`src/rtl/buffered_uart_rx.sv`:
```
// buffered_uart_rx: UART receiver with runtime bit divider and a
// first-word-fall-through receive FIFO with sticky error flags.
// Optional feature macro: UART_RX_PARITY_EN adds one even-parity bit per frame.
module buffered_uart_rx #(
  parameter int DATA_BITS  = 8,
  parameter int FIFO_DEPTH = 16,
  parameter int DIV_WIDTH  = 16
) (
  input  logic                          clk,
  input  logic                          reset,
  input  logic                          enable,
  input  logic                          rx,
  input  logic [DIV_WIDTH-1:0]          divider,
  input  logic                          rd_en,
  input  logic                          clear_err,
  output logic [DATA_BITS-1:0]          data_out,
  output logic                          data_ready,
  output logic [$clog2(FIFO_DEPTH):0]   fifo_count,
  output logic                          full,
  output logic                          overflow,
  output logic                          underflow,
  output logic                          frame_error,
  output logic                          parity_error
);

  localparam int PW = $clog2(FIFO_DEPTH);
  localparam int CW = PW + 1;
  localparam int BW = $clog2(DATA_BITS + 1);

  typedef enum logic [2:0] {
    IDLE   = 3'd0,
    START  = 3'd1,
    DATA   = 3'd2,
`ifdef UART_RX_PARITY_EN
    PARITY = 3'd3,
`endif
    STOP   = 3'd4
  } state_t;

  state_t                 state_q, state_d;
  logic                   rx_meta_q, rx_sync_q;
  logic                   armed_q, armed_d;
  logic [DIV_WIDTH-1:0]   cnt_q, cnt_d;
  logic [DIV_WIDTH-1:0]   div_q, div_d;
  logic [BW-1:0]          bit_q, bit_d;
  logic [DATA_BITS-1:0]   shift_q, shift_d;
`ifdef UART_RX_PARITY_EN
  logic                   par_q, par_d;
`endif

  logic [DATA_BITS-1:0]   mem_q [FIFO_DEPTH];
  logic [PW-1:0]          wr_ptr_q, wr_ptr_d, rd_ptr_q, rd_ptr_d;
  logic [CW-1:0]          count_q, count_d;
  logic                   ovf_q, ovf_d, unf_q, unf_d, ferr_q, ferr_d, perr_q, perr_d;

  logic                   push_req, frame_set, par_set;
  logic                   do_push, do_pop, is_full, is_empty;
  logic [DIV_WIDTH-1:0]   div_clamped, target;
  logic                   tick;

  // Divider below 8 is forced up to 8 so START always has a meaningful half-bit wait.
  assign div_clamped = (divider < DIV_WIDTH'(8)) ? DIV_WIDTH'(8) : divider;
  assign target      = (state_q == START) ? ((div_q >> 1) - DIV_WIDTH'(1)) : (div_q - DIV_WIDTH'(1));
  assign tick        = (cnt_q == target);

  // Two-flop synchroniser for the asynchronous rx pad (idle high).
  always_ff @(posedge clk) begin
    if (reset) begin
      rx_meta_q <= 1'b1;
      rx_sync_q <= 1'b1;
    end else begin
      rx_meta_q <= rx;
      rx_sync_q <= rx_meta_q;
    end
  end

  // State register.
  always_ff @(posedge clk) begin
    if (reset) state_q <= IDLE;
    else       state_q <= state_d;
  end

  // Next-state and frame datapath: bit timing, shifting and parity accumulation.
  always_comb begin
    state_d = state_q;
    cnt_d   = cnt_q + DIV_WIDTH'(1);
    div_d   = div_q;
    bit_d   = bit_q;
    shift_d = shift_q;
`ifdef UART_RX_PARITY_EN
    par_d   = par_q;
`endif
    // A new start is only accepted once rx has been seen high since the last frame.
    armed_d = rx_sync_q ? 1'b1 : ((state_q == IDLE) ? armed_q : 1'b0);
    case (state_q)
      IDLE: begin
        cnt_d = '0;
        if (enable && armed_q && !rx_sync_q) begin
          state_d = START;
          div_d   = div_clamped;
        end
      end
      START: if (tick) begin
        cnt_d = '0;
        bit_d = '0;
`ifdef UART_RX_PARITY_EN
        par_d = 1'b0;
`endif
        state_d = rx_sync_q ? IDLE : DATA;
      end
      DATA: if (tick) begin
        cnt_d   = '0;
        shift_d = {rx_sync_q, shift_q[DATA_BITS-1:1]};
        bit_d   = bit_q + BW'(1);
`ifdef UART_RX_PARITY_EN
        par_d   = par_q ^ rx_sync_q;
        if (bit_q == BW'(DATA_BITS - 1)) state_d = PARITY;
`else
        if (bit_q == BW'(DATA_BITS - 1)) state_d = STOP;
`endif
      end
`ifdef UART_RX_PARITY_EN
      PARITY: if (tick) begin
        cnt_d   = '0;
        par_d   = par_q ^ rx_sync_q;
        state_d = STOP;
      end
`endif
      STOP: if (tick) begin
        cnt_d   = '0;
        state_d = IDLE;
      end
      default: state_d = IDLE;
    endcase
    if (!enable) state_d = IDLE;
  end

  // Frame outcome events from the stop-bit sample.
  always_comb begin
    push_req  = 1'b0;
    frame_set = 1'b0;
    par_set   = 1'b0;
    if (state_q == STOP && tick && enable) begin
      if (!rx_sync_q) frame_set = 1'b1;
`ifdef UART_RX_PARITY_EN
      else if (par_q) par_set = 1'b1;
`endif
      else push_req = 1'b1;
    end
  end

  // FIFO pointer/count bookkeeping and sticky flag updates.
  always_comb begin
    is_empty = (count_q == '0);
    is_full  = (count_q == CW'(FIFO_DEPTH));
    do_pop   = rd_en && !is_empty;
    do_push  = push_req && (!is_full || do_pop);
    wr_ptr_d = do_push ? wr_ptr_q + PW'(1) : wr_ptr_q;
    rd_ptr_d = do_pop  ? rd_ptr_q + PW'(1) : rd_ptr_q;
    count_d  = count_q;
    if (do_push && !do_pop)      count_d = count_q + CW'(1);
    else if (do_pop && !do_push) count_d = count_q - CW'(1);
    ovf_d  = (ovf_q  & ~clear_err) | (push_req && is_full && !do_pop);
    unf_d  = (unf_q  & ~clear_err) | (rd_en && is_empty);
    ferr_d = (ferr_q & ~clear_err) | frame_set;
    perr_d = (perr_q & ~clear_err) | par_set;
  end

  // Registers for frame datapath, FIFO control and flags.
  always_ff @(posedge clk) begin
    if (reset) begin
      armed_q  <= 1'b0;
      cnt_q    <= '0;
      div_q    <= DIV_WIDTH'(8);
      bit_q    <= '0;
      shift_q  <= '0;
`ifdef UART_RX_PARITY_EN
      par_q    <= 1'b0;
`endif
      wr_ptr_q <= '0;
      rd_ptr_q <= '0;
      count_q  <= '0;
      ovf_q    <= 1'b0;
      unf_q    <= 1'b0;
      ferr_q   <= 1'b0;
      perr_q   <= 1'b0;
    end else begin
      armed_q  <= armed_d;
      cnt_q    <= cnt_d;
      div_q    <= div_d;
      bit_q    <= bit_d;
      shift_q  <= shift_d;
`ifdef UART_RX_PARITY_EN
      par_q    <= par_d;
`endif
      wr_ptr_q <= wr_ptr_d;
      rd_ptr_q <= rd_ptr_d;
      count_q  <= count_d;
      ovf_q    <= ovf_d;
      unf_q    <= unf_d;
      ferr_q   <= ferr_d;
      perr_q   <= perr_d;
    end
  end

  // FIFO storage; contents need no reset because the count gates visibility.
  always_ff @(posedge clk) begin
    if (!reset && do_push) mem_q[wr_ptr_q] <= shift_q;
  end

  assign data_out     = (count_q != '0) ? mem_q[rd_ptr_q] : '0;
  assign data_ready   = (count_q != '0);
  assign fifo_count   = count_q;
  assign full         = (count_q == CW'(FIFO_DEPTH));
  assign overflow     = ovf_q;
  assign underflow    = unf_q;
  assign frame_error  = ferr_q;
  assign parity_error = perr_q;

endmodule

```
`config.mk`:
```
export PLATFORM = sky130hd
export DESIGN_NAME = buffered_uart_rx
export DESIGN_NICKNAME = d
export VERILOG_FILES = /design/src/rtl/buffered_uart_rx.sv
export SDC_FILE = /design/constraint.sdc
export NUM_CORES = 1
export LEC_CHECK = 0
export BUFFER_PORTS_ARGS = -buffer_cell sky130_fd_sc_hd__buf_2
export CAP_MARGIN = 10
export CORE_UTILIZATION = 35
export CTS_BUF_LIST = sky130_fd_sc_hd__clkbuf_4 sky130_fd_sc_hd__clkbuf_8 sky130_fd_sc_hd__clkbuf_16
export DETAILED_ROUTE_END_ITERATION = 10
export PLACE_DENSITY = 0.58
export SLEW_MARGIN = 15
export SYNTH_ARGS = -nofsm -noshare
export SYNTH_HDL_FRONTEND = slang
export SYNTH_SLANG_ARGS = --single-unit
export TNS_END_PERCENT = 10
```
`constraint.sdc`:
```
create_clock -name clk -period 5.08 [get_ports clk]
set_clock_uncertainty 0.05 [all_clocks]
set_input_delay 0.508 -clock clk [delete_from_list [all_inputs] [get_ports clk]]
set_output_delay 0.508 -clock clk [all_outputs]
set_load 0.01 [all_outputs]
```
After elaboration in Yosys (flattened, before gate mapping)
Memory sizes are Yosys's and may differ from the RTL's. A register that Yosys moved wholly into a read port is not among the register bits.
Index checks and enable logic that the tools add are counted.
{"block": "op_classes", "n_lt_le_gt_ge": 1, "n_addsub": 8, "eq_ne": 12, "reduce_logical": 30, "bitwise_logic": 9, "muxes": 27}
{"cell": "2-to-1 mux 16 bit", "count": 3}
{"cell": "one-hot mux 16 bit (2 select lines)", "count": 1}
{"cell": "adder 16 x 1 -> 16 bit (second input constant)", "count": 1}
{"cell": "== test 16 bit", "count": 1}
{"cell": "less-than comparator 16 x 4 -> 1 bit (second input constant)", "count": 1}
{"cell": "2-to-1 mux 4 bit", "count": 4}
{"cell": "subtractor 15 x 1 -> 16 bit (second input constant)", "count": 1}
{"cell": "subtractor 16 x 1 -> 16 bit (second input constant)", "count": 1}
{"cell": "2-to-1 mux 3 bit", "count": 5}
{"cell": "adder 4 x 1 -> 4 bit (second input constant)", "count": 3}
{"cell": "logical AND 1 bit", "count": 12}
{"cell": "one-hot mux 3 bit (4 select lines)", "count": 1}
{"cell": "2-to-1 mux 5 bit", "count": 2}
{"cell": "!= test 2 bit (second input constant)", "count": 5}
{"cell": "2-to-1 mux 1 bit", "count": 8}
{"cell": "2-to-1 mux 8 bit", "count": 1}
{"cell": "one-hot mux 4 bit (2 select lines)", "count": 1}
{"cell": "zero test 1 bit", "count": 6}
{"cell": "adder 5 x 1 -> 5 bit (second input constant)", "count": 1}
{"cell": "== test 5 bit (second input constant)", "count": 1}
{"cell": "zero test 5 bit", "count": 1}
{"cell": "AND reduction 5 bit", "count": 1}
{"cell": "nonzero test 5 bit", "count": 1}
{"cell": "subtractor 5 x 1 -> 5 bit (second input constant)", "count": 1}
{"cell": "16 further kinds", "count": 24}
{"block": "word_totals", "ff_bits": 67, "n_memories": 1, "wordCells": 103, "inputBits": 22, "mem_bits_rw": 128}
{"name": "mem_q", "words": 16, "word_bits": 8, "rd": 1, "rd_ports_with_merged_regs": 1, "wr": 1, "line_no": "51", "text": "logic [DATA_BITS-1:0] mem_q [FIFO_DEPTH];"}

Depth between registers and ports, before layout
{"block": "logic_depth", "word_depth": 11, "mapped_depth": 25, "depth_no_buf": 20}

Worst setup path before layout
No wires, ideal clock.
{"block": "synth_path", "kind": "register to register", "startpoint": "reg state_q[0]", "endpoint": "reg count_q[4], in the netlist fifo_count[4]", "required_time_ns": 4.960, "stages_incl_launch_ff": 25, "arrival_time_ns": 5.250, "synth_period_minus_slack_ns": 5.370, "path_buffers": 5, "setup_slack_ns": -0.290, "setup_time_ns": 0.070, "path_cell_list": "dfxtp_1 -> buf_4 -> nor3b_1 -> buf_2 -> clkbuf_1 -> mux2i_1 -> ha_1 -> or4b_4 -> a2111o_1 -> a211o_1 -> a311o_1 -> a32o_2 -> nand4_1 -> or2_1 -> buf_2 -> buf_6 -> nor2_1 -> ha_1 -> inv_1 -> ha_1 -> a21o_1 -> a21oi_1 -> xnor2_1 -> or3_1 -> a21oi_1"}
{"block": "synth_via", "elab_chain_cells": 10, "word_cells_on_any_way": 13, "cone_classes": "3 x eq/ne; 3 x mux; 7 x reduce/logical"}
{"item": "start: declaration", "line_no": "40", "text": "state_t state_q, state_d;"}
{"item": "start signal: assignment", "line_no": "80", "text": "else state_q <= state_d;"}
{"item": "== test 3 x 1 -> 1 bit", "line_no": "63", "text": "assign target = (state_q == START) ? ((div_q >> 1) - DIV_WIDTH'(1)) : (div_q - DIV_WIDTH'(1));"}
{"item": "2-to-1 mux 16 bit", "line_no": "63"}
{"item": "== test 16 bit", "line_no": "64", "text": "assign tick = (cnt_q == target);"}
{"item": "logical AND 1 bit * (2 in a row)", "line_no": "143", "text": "if (state_q == STOP && tick && enable) begin"}
{"item": "2-to-1 mux 1 bit *", "line_no": "143"}
{"item": "logical AND 1 bit *", "line_no": "157", "text": "do_push = push_req && (!is_full || do_pop);"}
{"item": "zero test 1 bit", "line_no": "162", "text": "else if (do_pop && !do_push) count_d = count_q - CW'(1);"}
{"item": "logical AND 1 bit", "line_no": "162"}
{"item": "nonzero test 2 bit (no line)"}
{"item": "end signal: assignment", "line_no": "198", "text": "count_q <= count_d;"}
{"item": "end: declaration", "line_no": "53", "text": "logic [CW-1:0] count_q, count_d;"}
Every way passes the cells marked *; elsewhere a longest branch is shown, timed or not.
A chain may end at the register's enable or synchronous reset.

Worst setup path in the final report
{"block": "layout_path", "startpoint": "reg state_q[1]", "endpoint": "reg count_q[4], in the netlist fifo_count[4]"}
The elaborated chain is that of the path after synthesis.

==> flow_summary.ini <==
[power]
p_leak_nw = 3.77
cellPowerDensity_mw_per_mm2 = 299
ir_worst_vdd_mv = 0.189

[critical_path]
slowest_delay_ns = 0.48
path_class = flop to flop
worst_setup_path_end_kind = flop
critical_path_depth = 19
worst-path-buf-inv = 1
crit_path_max_fanout = 4
cp.arrival_ns = 5.20
rrSetupSlack_ns = 0.19
r2r-start = state_q[1]$_SDFFE_PP0P_
reg2reg_to = fifo_count[4]$_SDFFE_PP0P_
startpoint = state_q[1]$_SDFFE_PP0P_
crit_chain = nor3b_4 > mux2i_1 > ha_2 > or4b_4 > a2111o_1 > a211o_1 > a311o_1 > a32o_2 > nand4_1 > or2_1 > nor2_1 > ha_2 > inv_1 > ha_1 > a21o_1 > a21oi_1 > xnor2_1 > or3_1 > a21oi_1
required_ns = 5.39
r2r_cells = 19
slowest_stage = or4b_4
crit_path_end = fifo_count[4]$_SDFFE_PP0P_
cpLargestDelayFamily = compound AO/OA/AOI/OAI gates
worstSetupStartpointType = flop

[cts]
holdBufCountCts = 0
clkLatencyLatePin_ns = 0.43
clk_pin_slew_worst_paths_ns = 0.07
h-tree-depth = 4
cts_buffers = 17
clock_path_buffers = 2
cts_sinks = 199
root_buffer = clkbuf_16
cts_tree = done

[synthesis]
yosys_most_used_dff = edfxtp_1
ys_seq_area_share_pct = 56.6
synth_edf_count = 128
yosys-top-cells-area = edfxtp_1, dfxtp_1, mux4_2, xor2_1, nor4_1
syn_area_mm2 = 0.00930
ys_warn_count = 0
synth.largest_area_cell = edfxtp_1
synth_cell_types = 71
syn_nets = 772
synth_top_area_share_pct = 41.3
synth_most_common_cell = edfxtp_1
syn_inst = 737
synthArstFlopShare_pct = 0
netlist_top_cells_count = edfxtp_1, dfxtp_1, nand2_1
synth_seq_cells = 199
synth.avg_cell_area_um2 = 12.6

[routing]
routed_via_density = 5.35
drc_errors = 0
drt_iter0_drc = 468
drtPass1Iterations = 5
drtAntennaViolNets = 0
vias = 6056
wire_per_inst_um = 18.2
routed_wl_um = 20600

[floorplan]
die_area_mm2 = 0.0272
die_y_um = 165
core_mm2 = 0.0261
core.rowCount = 59
ios = 41
start_util_pct = 35.7
die_w_um = 165

[cells_and_area]
finalInstanceArea_mm2 = 0.0107
area_growth_syn_to_layout_pct = 14.7
drive_above_1_share_pct = 23.0
nNetsFinal = 819
layout.cells.non_filler = 1132
diodes = 0

[sta]
fin_tns_setup_ns = 0
setup_ws_ns = 0.194
finalSetupViolCount = 0
period_share_pct = 96.2
clock.fmax_mhz = 205
hold_violations = 0
min_period_ns = 4.89
holdWs_ns = 0.212
maxSlewViolCount = 0
slew_headroom_pct = 46.1
worst_slew_pin_slew_ns = 0.807

[worst_hold_path]
hold_path_class = input port to flop

[place]
portBuffers = 40
hpwl_um = 14100
dpl_worst_slack_ns = 0.119
gp_congestion = 0.876
placed_cells = 1097
placed_cell_area_mm2 = 0.0100

[global_routing]
antenna_found_initial = 0
grt_pass1_vias = 5996
grt_util_all_layers_pct = 16.0
grt_overflow_total = 0
grt_max_degree = 45
grt_pass1_wl_um = 33000

[run_status]
outcome = finished clean

[run]
cap_violations = 0
==> registers in the layout, indices dropped and copies added, names as in the netlist, 3 cells and up, named ones only <==
register	count
fifo_count	5
mem_q	128
wr_ptr_q	4
state_q	3
bit_q	4
rd_ptr_q	4
shift_q	8
cnt_q	16
div_q	16
==> cell type report <==
class                      count  area [um^2]
clock buffer                  18          433
clock inverter                14          174
fill                        2452        15400
inverter                      20         75.1
multi-input combinational    469         3820
sequential                   199         5270
tap                          335          419
timing repair buffer          77          478
==> power breakdown <==
| group | internal [W] | switching [W] |
|---|---|---|
| clock network | 0.000755 | 0.000637 |
| registers | 0.00170 | 0.00000647 |
| logic | 0.0000344 | 0.0000495 |
==> worst reg2reg max path, cell delays in order, from the launching register on <==
cell and delay [ns]:
dfxtp_1 0.33, nor3b_4 0.27, mux2i_1 0.31, ha_2 0.25
or4b_4 0.48, a2111o_1 0.36, a211o_1 0.31, a311o_1 0.28
a32o_2 0.28, nand4_1 0.13, or2_1 0.17, nor2_1 0.07
ha_2 0.22, inv_1 0.11, ha_1 0.27, a21o_1 0.19
a21oi_1 0.19, xnor2_1 0.10, or3_1 0.30, a21oi_1 0.14
==> kinds of logic (layout without fill, tap and decap cells) <==
family          after synthesis  count (layout)  share of synthesized area (%)
compound gates               81              81                           6.19
xor+xnor                     46              46                           4.33
fa+ha+maj                    13              13                           1.83
buf+inv                      69             129                           3.18
flops                       199             199                           56.6
mux                          63              63                           12.2
simple gates                266             266                           15.6
==> layer usage <==
layer / up-vias / routed length [um] / GRT usage (%)
li1: 2891 / - / -
met1: 3014 / 9750 / 21.8
met2: 136 / 9920 / 26.0
met3: 15 / 732 / 2.74
met4: 0 / 218 / 4.67
met5: - / 0 / 0
==> layout by cell type, fill, tap and decap left out, types with 3 or more instances in the layout <==
cell	Yosys	routed
a21o_1	3	3
nor2b_1	3	3
o311ai_0	5	5
nand2_1	64	64
xnor2_1	15	14
nor2_1	44	44
dfxtp_1	71	70
xor2_1	31	31
mux4_2	40	40
nand4_1	9	9
mux2_2	4	4
a22oi_1	3	3
or3_1	8	8
buf_2	5	40
and4_1	3	3
o21ai_0	3	3
nand3_1	12	12
a31oi_1	3	3
a21oi_1	29	29
inv_6	0	4
inv_1	20	20
inv_8	0	5
ha_1	12	10
nor4_2	1	10
nor4bb_1	4	4
clkbuf_16	0	17
buf_4	2	37
nor4_1	43	34
edfxtp_1	128	128
mux2i_1	19	19
nor3_1	21	21
nand2b_1	14	14
o31ai_1	4	4
or2_2	6	6
a211oi_1	5	5
and2_1	15	15
==> timing repair <==
action | CTS | global route
endpoints found under the setup margin | 0 | 2
buffers inserted | 0 | 3
gates resized for setup | 0 | 2
==> stage by stage <==
stage / total power (W) / utilization [%]
after global placement: 0.00183 / 38.5
after floorplan: 0.00180 / -
final: 0.00319 / 40.9
after CTS: 0.00322 / 40.8
after detailed placement: 0.00183 / 38.5
after global routing: 0.00329 / 40.9
==> how the worst min path moves through the flow <==
stage | end | slack [ns] | cells after the start | startpoint
2_1_floorplan | rx_sync_q$_SDFF_PP1_ | 0.34 | 1 | rx_meta_q$_SDFF_PP1_
3_3_place_gp | rx_sync_q$_SDFF_PP1_ | 0.35 | 1 | rx_meta_q$_SDFF_PP1_
3_5_place_dp | rx_sync_q$_SDFF_PP1_ | 0.34 | 1 | rx_meta_q$_SDFF_PP1_
4_1_cts | rx_meta_q$_SDFF_PP1_ | 0.19 | 2 | rx
5_1_grt | rx_meta_q$_SDFF_PP1_ | 0.20 | 2 | rx
6_report | rx_meta_q$_SDFF_PP1_ | 0.21 | 2 | rx
Note: power is estimated with default switching activity, not from simulation.
